`src/rtl/wb_master_ctrl_if.sv`:
```
// Bundles the command, response and Wishbone-style bus channels of wb_master_ctrl.
// The master modport is the controller's view; slave is the view of everything around it.
interface wb_master_ctrl_if #(
  parameter int ADDR_W = 8,
  parameter int DATA_W = 8
);
  logic              cmd_valid;
  logic              cmd_ready;
  logic              cmd_we;
  logic [ADDR_W-1:0] cmd_addr;
  logic [DATA_W-1:0] cmd_wdata;

  logic              rsp_valid;
  logic              rsp_ready;
  logic [DATA_W-1:0] rsp_rdata;
  logic              rsp_err;
  logic              rsp_we;

  logic              we;
  logic              strb;
  logic [ADDR_W-1:0] addr;
  logic [DATA_W-1:0] wdata;
  logic [DATA_W-1:0] rdata;
  logic              ack;

  logic              busy;

  modport master (
    input  cmd_valid, cmd_we, cmd_addr, cmd_wdata, rsp_ready, rdata, ack,
    output cmd_ready, rsp_valid, rsp_rdata, rsp_err, rsp_we, we, strb, addr, wdata, busy
  );

  modport slave (
    output cmd_valid, cmd_we, cmd_addr, cmd_wdata, rsp_ready, rdata, ack,
    input  cmd_ready, rsp_valid, rsp_rdata, rsp_err, rsp_we, we, strb, addr, wdata, busy
  );
endinterface

```
`src/rtl/wb_master_ctrl.sv`:
```
// Bus master: queues read/write commands in a small FIFO, runs one strobe/ack
// transaction at a time with a timeout, and returns one response per command.
module wb_master_ctrl #(
  parameter int ADDR_W     = 8,
  parameter int DATA_W     = 8,
  parameter int FIFO_DEPTH = 4,
  parameter int TIMEOUT    = 16
) (
  input logic              clk,
  input logic              rst_n,
  wb_master_ctrl_if.master bus
);
  localparam int PTR_W = $clog2(FIFO_DEPTH);
  localparam int CNT_W = $clog2(TIMEOUT);
  localparam int ENT_W = 1 + ADDR_W + DATA_W;

  typedef enum logic [1:0] {IDLE, REQ, RESP} state_t;

  state_t state_q, state_d;

  logic [ENT_W-1:0] fifo_mem [FIFO_DEPTH];
  logic [PTR_W:0]   wr_ptr_q, wr_ptr_d;
  logic [PTR_W:0]   rd_ptr_q, rd_ptr_d;
  logic             fifo_empty, fifo_full;
  logic             push, pop;
  logic [ENT_W-1:0] head;

  logic              strb_q, strb_d;
  logic              we_q, we_d;
  logic [ADDR_W-1:0] addr_q, addr_d;
  logic [DATA_W-1:0] wdata_q, wdata_d;
  logic [CNT_W-1:0]  cnt_q, cnt_d;
  logic              rsp_valid_q, rsp_valid_d;
  logic              rsp_err_q, rsp_err_d;
  logic              rsp_we_q, rsp_we_d;
  logic [DATA_W-1:0] rsp_rdata_q, rsp_rdata_d;

  // Pointers carry one extra wrap bit so full and empty are distinguishable.
  assign fifo_empty = (wr_ptr_q == rd_ptr_q);
  assign fifo_full  = (wr_ptr_q[PTR_W] != rd_ptr_q[PTR_W]) &&
                      (wr_ptr_q[PTR_W-1:0] == rd_ptr_q[PTR_W-1:0]);
  assign push       = bus.cmd_valid && !fifo_full;
  assign pop        = (state_q == IDLE) && !fifo_empty;
  assign head       = fifo_mem[rd_ptr_q[PTR_W-1:0]];
  assign wr_ptr_d   = wr_ptr_q + {{PTR_W{1'b0}}, push};
  assign rd_ptr_d   = rd_ptr_q + {{PTR_W{1'b0}}, pop};

  always_ff @(posedge clk) begin
    if (push) begin
      fifo_mem[wr_ptr_q[PTR_W-1:0]] <= {bus.cmd_we, bus.cmd_addr, bus.cmd_wdata};
    end
  end

  always_comb begin
    state_d     = state_q;
    strb_d      = strb_q;
    we_d        = we_q;
    addr_d      = addr_q;
    wdata_d     = wdata_q;
    cnt_d       = cnt_q;
    rsp_valid_d = rsp_valid_q;
    rsp_err_d   = rsp_err_q;
    rsp_we_d    = rsp_we_q;
    rsp_rdata_d = rsp_rdata_q;
    case (state_q)
      IDLE: begin
        if (!fifo_empty) begin
          {we_d, addr_d, wdata_d} = head;
          strb_d  = 1'b1;
          cnt_d   = '0;
          state_d = REQ;
        end
      end
      REQ: begin
        // An ack on the final timeout cycle still completes the transfer normally.
        if (bus.ack) begin
          strb_d      = 1'b0;
          rsp_valid_d = 1'b1;
          rsp_err_d   = 1'b0;
          rsp_we_d    = we_q;
          rsp_rdata_d = we_q ? '0 : bus.rdata;
          state_d     = RESP;
        end else if (cnt_q == CNT_W'(TIMEOUT - 1)) begin
          strb_d      = 1'b0;
          rsp_valid_d = 1'b1;
          rsp_err_d   = 1'b1;
          rsp_we_d    = we_q;
          rsp_rdata_d = '0;
          state_d     = RESP;
        end else begin
          cnt_d = cnt_q + CNT_W'(1);
        end
      end
      RESP: begin
        if (bus.rsp_ready) begin
          rsp_valid_d = 1'b0;
          state_d     = IDLE;
        end
      end
      default: state_d = IDLE;
    endcase
  end

  always_ff @(posedge clk or negedge rst_n) begin
    if (!rst_n) begin
      state_q     <= IDLE;
      wr_ptr_q    <= '0;
      rd_ptr_q    <= '0;
      strb_q      <= 1'b0;
      we_q        <= 1'b0;
      addr_q      <= '0;
      wdata_q     <= '0;
      cnt_q       <= '0;
      rsp_valid_q <= 1'b0;
      rsp_err_q   <= 1'b0;
      rsp_we_q    <= 1'b0;
      rsp_rdata_q <= '0;
    end else begin
      state_q     <= state_d;
      wr_ptr_q    <= wr_ptr_d;
      rd_ptr_q    <= rd_ptr_d;
      strb_q      <= strb_d;
      we_q        <= we_d;
      addr_q      <= addr_d;
      wdata_q     <= wdata_d;
      cnt_q       <= cnt_d;
      rsp_valid_q <= rsp_valid_d;
      rsp_err_q   <= rsp_err_d;
      rsp_we_q    <= rsp_we_d;
      rsp_rdata_q <= rsp_rdata_d;
    end
  end

  assign bus.cmd_ready = !fifo_full;
  assign bus.strb      = strb_q;
  assign bus.we        = we_q;
  assign bus.addr      = addr_q;
  assign bus.wdata     = wdata_q;
  assign bus.rsp_valid = rsp_valid_q;
  assign bus.rsp_err   = rsp_err_q;
  assign bus.rsp_we    = rsp_we_q;
  assign bus.rsp_rdata = rsp_rdata_q;
  assign bus.busy      = (state_q != IDLE) || !fifo_empty;
endmodule

```
`src/flat_wrapper.sv`:
```
// flat-port wrapper written by rule: the top's interface ports become plain ports
module wb_master_ctrl_flat 
#(
  parameter int ADDR_W     = 8,
  parameter int DATA_W     = 8,
  parameter int FIFO_DEPTH = 4,
  parameter int TIMEOUT    = 16
)
  (clk, rst_n, bus_cmd_valid, bus_cmd_we, bus_cmd_addr, bus_cmd_wdata, bus_rsp_ready, bus_rdata, bus_ack, bus_cmd_ready, bus_rsp_valid, bus_rsp_rdata, bus_rsp_err, bus_rsp_we, bus_we, bus_strb, bus_addr, bus_wdata, bus_busy);
  wb_master_ctrl_if #(.ADDR_W(ADDR_W), .DATA_W(DATA_W)) bus_i ();
  input logic clk;
  input logic rst_n;
  input wire logic [$bits(bus_i.cmd_valid)-1:0] bus_cmd_valid;
  input wire logic [$bits(bus_i.cmd_we)-1:0] bus_cmd_we;
  input wire logic [$bits(bus_i.cmd_addr)-1:0] bus_cmd_addr;
  input wire logic [$bits(bus_i.cmd_wdata)-1:0] bus_cmd_wdata;
  input wire logic [$bits(bus_i.rsp_ready)-1:0] bus_rsp_ready;
  input wire logic [$bits(bus_i.rdata)-1:0] bus_rdata;
  input wire logic [$bits(bus_i.ack)-1:0] bus_ack;
  output wire logic [$bits(bus_i.cmd_ready)-1:0] bus_cmd_ready;
  output wire logic [$bits(bus_i.rsp_valid)-1:0] bus_rsp_valid;
  output wire logic [$bits(bus_i.rsp_rdata)-1:0] bus_rsp_rdata;
  output wire logic [$bits(bus_i.rsp_err)-1:0] bus_rsp_err;
  output wire logic [$bits(bus_i.rsp_we)-1:0] bus_rsp_we;
  output wire logic [$bits(bus_i.we)-1:0] bus_we;
  output wire logic [$bits(bus_i.strb)-1:0] bus_strb;
  output wire logic [$bits(bus_i.addr)-1:0] bus_addr;
  output wire logic [$bits(bus_i.wdata)-1:0] bus_wdata;
  output wire logic [$bits(bus_i.busy)-1:0] bus_busy;
  assign bus_i.cmd_valid = bus_cmd_valid;
  assign bus_i.cmd_we = bus_cmd_we;
  assign bus_i.cmd_addr = bus_cmd_addr;
  assign bus_i.cmd_wdata = bus_cmd_wdata;
  assign bus_i.rsp_ready = bus_rsp_ready;
  assign bus_i.rdata = bus_rdata;
  assign bus_i.ack = bus_ack;
  assign bus_cmd_ready = bus_i.cmd_ready;
  assign bus_rsp_valid = bus_i.rsp_valid;
  assign bus_rsp_rdata = bus_i.rsp_rdata;
  assign bus_rsp_err = bus_i.rsp_err;
  assign bus_rsp_we = bus_i.rsp_we;
  assign bus_we = bus_i.we;
  assign bus_strb = bus_i.strb;
  assign bus_addr = bus_i.addr;
  assign bus_wdata = bus_i.wdata;
  assign bus_busy = bus_i.busy;
  wb_master_ctrl #(.ADDR_W(ADDR_W), .DATA_W(DATA_W), .FIFO_DEPTH(FIFO_DEPTH), .TIMEOUT(TIMEOUT)) u_core (.clk(clk), .rst_n(rst_n), .bus(bus_i));
endmodule
```
`config.mk`:
```
export PLATFORM = sky130hd
export DESIGN_NAME = wb_master_ctrl_flat
export DESIGN_NICKNAME = d
export VERILOG_FILES = /design/src/rtl/wb_master_ctrl_if.sv /design/src/rtl/wb_master_ctrl.sv /design/src/flat_wrapper.sv
export SDC_FILE = /design/constraint.sdc
export NUM_CORES = 1
export LEC_CHECK = 0
export BUFFER_PORTS_ARGS = -buffer_cell sky130_fd_sc_hd__buf_2
export CAP_MARGIN = 20
export CORE_ASPECT_RATIO = 0.9
export CORE_MARGIN = 1
export CORE_UTILIZATION = 61
export DETAILED_ROUTE_END_ITERATION = 8
export GPL_ROUTABILITY_DRIVEN = 0
export PLACE_DENSITY = 0.84
export REMOVE_ABC_BUFFERS = 1
export SYNTH_ARGS = -nofsm -noshare
export SYNTH_HDL_FRONTEND = slang
export SYNTH_SLANG_ARGS = --single-unit
export TNS_END_PERCENT = 20
```
`constraint.sdc`:
```
create_clock -name clk -period 8.05 [get_ports clk]
set_clock_uncertainty 0.1 [all_clocks]
set_input_delay 1.2075 -clock clk [delete_from_list [all_inputs] [get_ports clk]]
set_output_delay 1.2075 -clock clk [all_outputs]
set_load 0.05 [all_outputs]
```
# Yosys cells after proc, flatten, opt, wreduce, memory -nomap -nowiden

Memories as Yosys holds them, arrays and structs flattened. A register that Yosys moved wholly into a read port is not among the register bits.
Index checks and enable logic that the tools add are counted.

Add/subtract/negate cells: 3
Multiply operators: 0
Divide/modulo/power cells: 0
Magnitude comparators: 0
Equality and inequality tests: 11
Shift-type cells: 0
Mux-type cells: 25
Bitwise gates (word level): 1
Reduce and logical (&&, ||, !) cells: 18

Operator list:

| cell                                                                  | count |
|---|---|
| 8-bit 2-to-1 mux                                                      | 3 |
| 4-bit 2-to-1 mux                                                      | 3 |
| 1-bit 2-to-1 mux                                                      | 11 |
| 3-bit AND reduction                                                   | 3 |
| 2-bit 2-to-1 mux                                                      | 4 |
| 2-bit != test, second input constant                                  | 4 |
| 4-bit one-hot mux with 2 select lines                                 | 1 |
| 2-bit nonzero test                                                    | 4 |
| 3-bit by 1-bit adder with 3-bit output                                | 2 |
| 2-bit one-hot mux with 3 select lines                                 | 1 |
| 4-bit by 1-bit adder with 4-bit output, second input constant         | 1 |
| 4-bit equality test, second input constant                            | 1 |
| 1-bit one-hot mux with 2 select lines                                 | 2 |
| 2-bit AND reduction                                                   | 2 |
| 4-bit AND reduction                                                   | 1 |
| 3-bit equality test                                                   | 1 |
| 1-bit logical AND                                                     | 3 |
| 1-bit logical NOT                                                     | 3 |
| 3-bit by 2-bit != test with 1-bit output, second input constant       | 1 |
| 2-bit by 1-bit equality test with 1-bit output, second input constant | 1 |
| 2-bit equality test                                                   | 1 |
| 2-bit equality test, second input constant                            | 1 |
| 2-bit logical NOT                                                     | 1 |
| 1-bit logical OR                                                      | 1 |
| 2 further kinds                                                       | 2 |

Flip-flop bits (word level): 24
Latch bits: 0
RAM bits: 68
ROM bits: 0
Input bits: 30
Output and inout bits: 31
Word-level logic and storage cells: 68
Memories kept: 1

Memories:

| name            | words | width | read ports | clocked after memory_dff | write ports | RTL line             | source |
|---|---|---|---|---|---|---|---|
| u_core.fifo_mem | 4     | 17    | 1          | 1                        | 1           | wb_master_ctrl.sv:21 | `logic [ENT_W-1:0] fifo_mem [FIFO_DEPTH];` |

# Depth between registers and ports, before layout

Depth after elaboration: 6
Mapped depth: 9
Mapped depth without buffers: 7

# Worst setup path after synthesis

Ideal clock, no wire load.

Path kind: input to register
From: in bus_cmd_valid
To: mem u_core.fifo_mem[2][0] in the netlist's numbering (enable)
Setup time: 0.416 ns
Data arrival time: 2.654 ns
Required time: 7.534 ns
Slack: 4.880 ns
Stages on the path: 2
Buffers on the path: 0
Path through: nand2_1 > nor3b_1

Longest elaborated chain between the ends: 3

RTL lines:

| item                                   | RTL line             | source |
|---|---|---|
| start: declaration                     | flat_wrapper.sv:13   | `input wire logic [$bits(bus_i.cmd_valid)-1:0] bus_cmd_valid;` |
| 1-bit logical AND                      | wb_master_ctrl.sv:42 | `assign push = bus.cmd_valid && !fifo_full;` |
| 1-bit 2-to-1 mux                       | wb_master_ctrl.sv:49 | `if (push) begin` |
| 1-bit 2-to-1 mux (not written as such) | wb_master_ctrl.sv:50 | `fifo_mem[wr_ptr_q[PTR_W-1:0]] <= {bus.cmd_we, bus.cmd_addr, bus.cmd_wdata};` |
| end: declaration                       | wb_master_ctrl.sv:21 |  |

No other way between the ends.

# Worst setup path in the final report

From: reg u_core.rd_ptr_q[1]
To: out bus_busy

Longest elaborated chain between the ends: 3

RTL lines:

| item                     | RTL line              | source |
|---|---|---|
| start: declaration       | wb_master_ctrl.sv:23  | `logic [PTR_W:0] rd_ptr_q, rd_ptr_d;` |
| start signal: assignment | wb_master_ctrl.sv:121 | `rd_ptr_q <= rd_ptr_d;` |
| 3-bit equality test      | wb_master_ctrl.sv:39  | `assign fifo_empty = (wr_ptr_q == rd_ptr_q);` |
| 1-bit logical NOT        | wb_master_ctrl.sv:143 | `assign bus.busy = (state_q != IDLE) \|\| !fifo_empty;` |
| 1-bit logical OR         | wb_master_ctrl.sv:143 |  |
| end: declaration         | flat_wrapper.sv:29    | `output wire logic [$bits(bus_i.busy)-1:0] bus_busy;` |

No other way between the ends.

==> metrics.md <==
| Metric | Value |
|---|---|
| Y dimension of the die | 81.1 um |
| Synthesis Warnings | 0 |
| Most used cells in the layout excluding fill and tap cells | sky130_fd_sc_hd__edfxtp_1 (68), sky130_fd_sc_hd__buf_2 (60), sky130_fd_sc_hd__dfrtp_1 (41) |
| Kind of capture point of the worst setup path | output port |
| Drc violations | 0 |
| Placement Cell Area | 0.00463 mm2 |
| Maximum level of the CTS H-tree | 3 |
| CP Data Arrival Time | 2.14 ns |
| Total via count in the routed design | 2145 |
| Worst EP required | 6.74 ns |
| Die Outline Area | 0.00729 mm2 |
| Sum of internal, switching and leakage power | 2110 uW |
| Global-route wire length before repair | 10500 um |
| HP Class | reg -> reg |
| Layout cell share with drive strength beyond 1 | 41.8% |
| Final count of negative-setup-slack endpoints | 0 |
| Synth Area per Inst | 19.7 um2 |
| Fraction of synthesized cell area taken by the top area cell type | 48.1% |
| I/O pin cnt | 61 |
| Die W | 89.9 um |
| Nature of the critical path startpoint | flip-flop |
| Summed instance area of the synthesized netlist | 0.00424 mm2 |
| IR Drop Worst-Case VDD | 0.000231 V |
| Detailed router's first-iteration violation count | 83 |
| Number of synthesized register bits | 109 |
| Wirelength per Cell | 17.6 um |
| Post-synthesis cell type count | 34 |
| Setup TNS Final | 0 ns |
| Yosys top cell by area | sky130_fd_sc_hd__edfxtp_1 |
| Setup repair after global routing missed its margin | false |
| Post-cts resize count | 0 |
| Hold slack final | 0.392 ns |
| Sequential fraction of the synthesis area | 72.3% |
| Area of all placed cells without fillers | 0.00487 mm2 |
| Shortest clock period the worst path allows after layout | 3.45 ns |
| Leakage power | 0.00195 uW |
| Number of buffers created by CTS | 9 |
| MaxCap Viol Count | 0 |
| Status | complete, no violations |
| Vias per Instance | 5.69 |
| Transition time of the tightest slew-check pin | 0.945 ns |
| Site Rows | 28 |
| Power density over the cells | 434 mW/mm2 |
| Clock buffer depth | 2 |
| Buffer type at the clock tree root | sky130_fd_sc_hd__clkbuf_8 |
| CTS tree | built |
| Later-pin clock latency in the skew report | 0.36 ns |
| Half-perimeter wire length after detailed placement | 4240 um |
| Maximum fanout count along the critical path | 19 |
| Post-CTS setup buffer count | 0 |
| Largest net degree at the start of global routing | 42 |
| Number of cells in the design after placement | 360 |
| Drt first pass iters | 4 |
| Leading post-synthesis cells by cell area | sky130_fd_sc_hd__edfxtp_1 (48%), sky130_fd_sc_hd__dfrtp_1 (24%), sky130_fd_sc_hd__mux4_2 (6.4%), sky130_fd_sc_hd__mux4_1 (3.1%), sky130_fd_sc_hd__mux2_2 (2.9%) |
| Max_slew headroom | 37.0% |
| Count of antenna-violating nets left after detailed routing | 0 |
| Placeable core region | 0.00666 mm2 |
| Number of global-route vias before repair | 2131 |
| Antenna diode instance count | 0 |
| Area added between synthesis and finish | 14.7% |
| Final slew viol count | 0 |
| Initial antenna violation count | 0 |
| Final Instance Count excl. Fillers | 377 |
| IO buf count | 60 |
| Leading cell type in the layout, fill and taps excluded | sky130_fd_sc_hd__edfxtp_1 |
| Total wirelength of the detailed-routed design | 6650 um |
| Number of buffers added to fix hold violations after cts | 0 |
| Maximum operating frequency | 290 MHz |
| Remaining global-route overflow | 0 |
| All-layer global routing usage | 19.8% |
| Synthesized instance count | 215 |
| Clock slew at reported path FFs | 0.09 ns |
| Final cycle utilization of the critical path | 42.8% |
| Total number of clock tree sinks | 109 |
| Endpoints failing hold | 0 |
| Initial Utilization | 63.7% |
| Category of the most critical setup path | reg -> out |
| Net total in the final layout | 317 |
cells by family (layout without fill, tap and decap cells):
kind of cell	count (synthesis)	in the layout	synth area share [%]
multiplexers	36	36	15.2
AO/OA/AOI/OAI	24	24	4.34
XOR/XNOR	5	5	1.39
flip-flops	109	109	72.3
adder cells (fa/ha/maj)	5	5	1.47
AND/OR/NAND/NOR	25	25	3.33
buffers and inverters	11	83	1.92
registers in the layout (all words and copies together) (netlist names):
name                  count
u_core.bus.we             1
u_core.wr_ptr_q           3
u_core.bus.rsp_we         1
u_core.cnt_q              4
u_core.rd_ptr_q           3
u_core.bus.rsp_err        1
u_core.bus.wdata          8
u_core.bus.rsp_rdata      8
u_core.bus.addr           8
u_core.fifo_mem          68
u_core.state_q            2
u_core.bus.strb           1
u_core.bus.rsp_valid      1
cells in the mapped netlist, drive strengths merged:
master  instances
a211oi          1
a21o            1
a21oi           3
a22o           13
a31o            1
a41oi           1
and3            1
buf             5
clkbuf          4
dfrtp          41
edfxtp         68
ha              5
inv             2
mux2           19
mux4           17
nand2           6
nand2b          1
nand3           2
nand3b          1
nor2            5
nor2b           2
nor3            1
nor3b           4
o21ai           3
o21bai          1
or3             1
or4             1
xnor2           2
xor2            3
critical path: stages (launching register included):
cell and delay, ns:
sky130_fd_sc_hd__dfrtp_1 0.92, sky130_fd_sc_hd__xnor2_2 0.21, sky130_fd_sc_hd__nand3b_2 0.12, sky130_fd_sc_hd__or3_1 0.32, sky130_fd_sc_hd__buf_2 0.22
power breakdown:
| group | total (uW) | internal [uW] | switching [uW] |
|---|---|---|---|
| clock network | 351 | 177 | 174 |
| registers | 896 | 780 | 116 |
| logic | 867 | 354 | 513 |
| total | 2110 | 1310 | 803 |
final cells by class:
cell class	instances	area, um2
clock buffers	9	124
clock inverters	7	96.3
fillers	399	1790
inverters	2	7.51
multi-input cells	95	1110
flip-flops and latches	109	3070
well taps	90	113
repair buffers	65	345
final timing paths:
kind	start	end	slack, ns	cells past startpoint
max	u_core.rd_ptr_q[1]	bus_busy	4.60	4
min	u_core.wr_ptr_q[2]	u_core.wr_ptr_q[2]	0.39	1
max reg2reg	u_core.rd_ptr_q[1]	u_core.fifo_mem[3][4]	5.27	5
min reg2reg	u_core.wr_ptr_q[2]	u_core.wr_ptr_q[2]	0.39	1
max in group asynchronous	rst_n	u_core.bus.addr[4]	6.41	1
min in group asynchronous	rst_n	u_core.cnt_q[3]	0.87	1
per-stage QoR:
step | setup slack, ns | utilization, %
final | 4.60 | 73.1
after global routing | 4.46 | 73.1
after CTS | 4.55 | 72.9
after detailed placement | 4.96 | 69.6
after global placement | 4.99 | 69.6
after floorplan | 4.49 | -
per-layer routing:
| metal | up-vias | track usage (%) | wire [um] |
|---|---|---|---|
| met3 | 8 | 5.34 | 298 |
| met4 | 0 | 5.32 | 62 |
| li1 | 984 | - | - |
| met1 | 1087 | 25.0 | 2840 |
| met2 | 66 | 34.8 | 3460 |
| met5 | - | 0 | 0 |
Note: power is estimated with default switching activity, not from simulation.
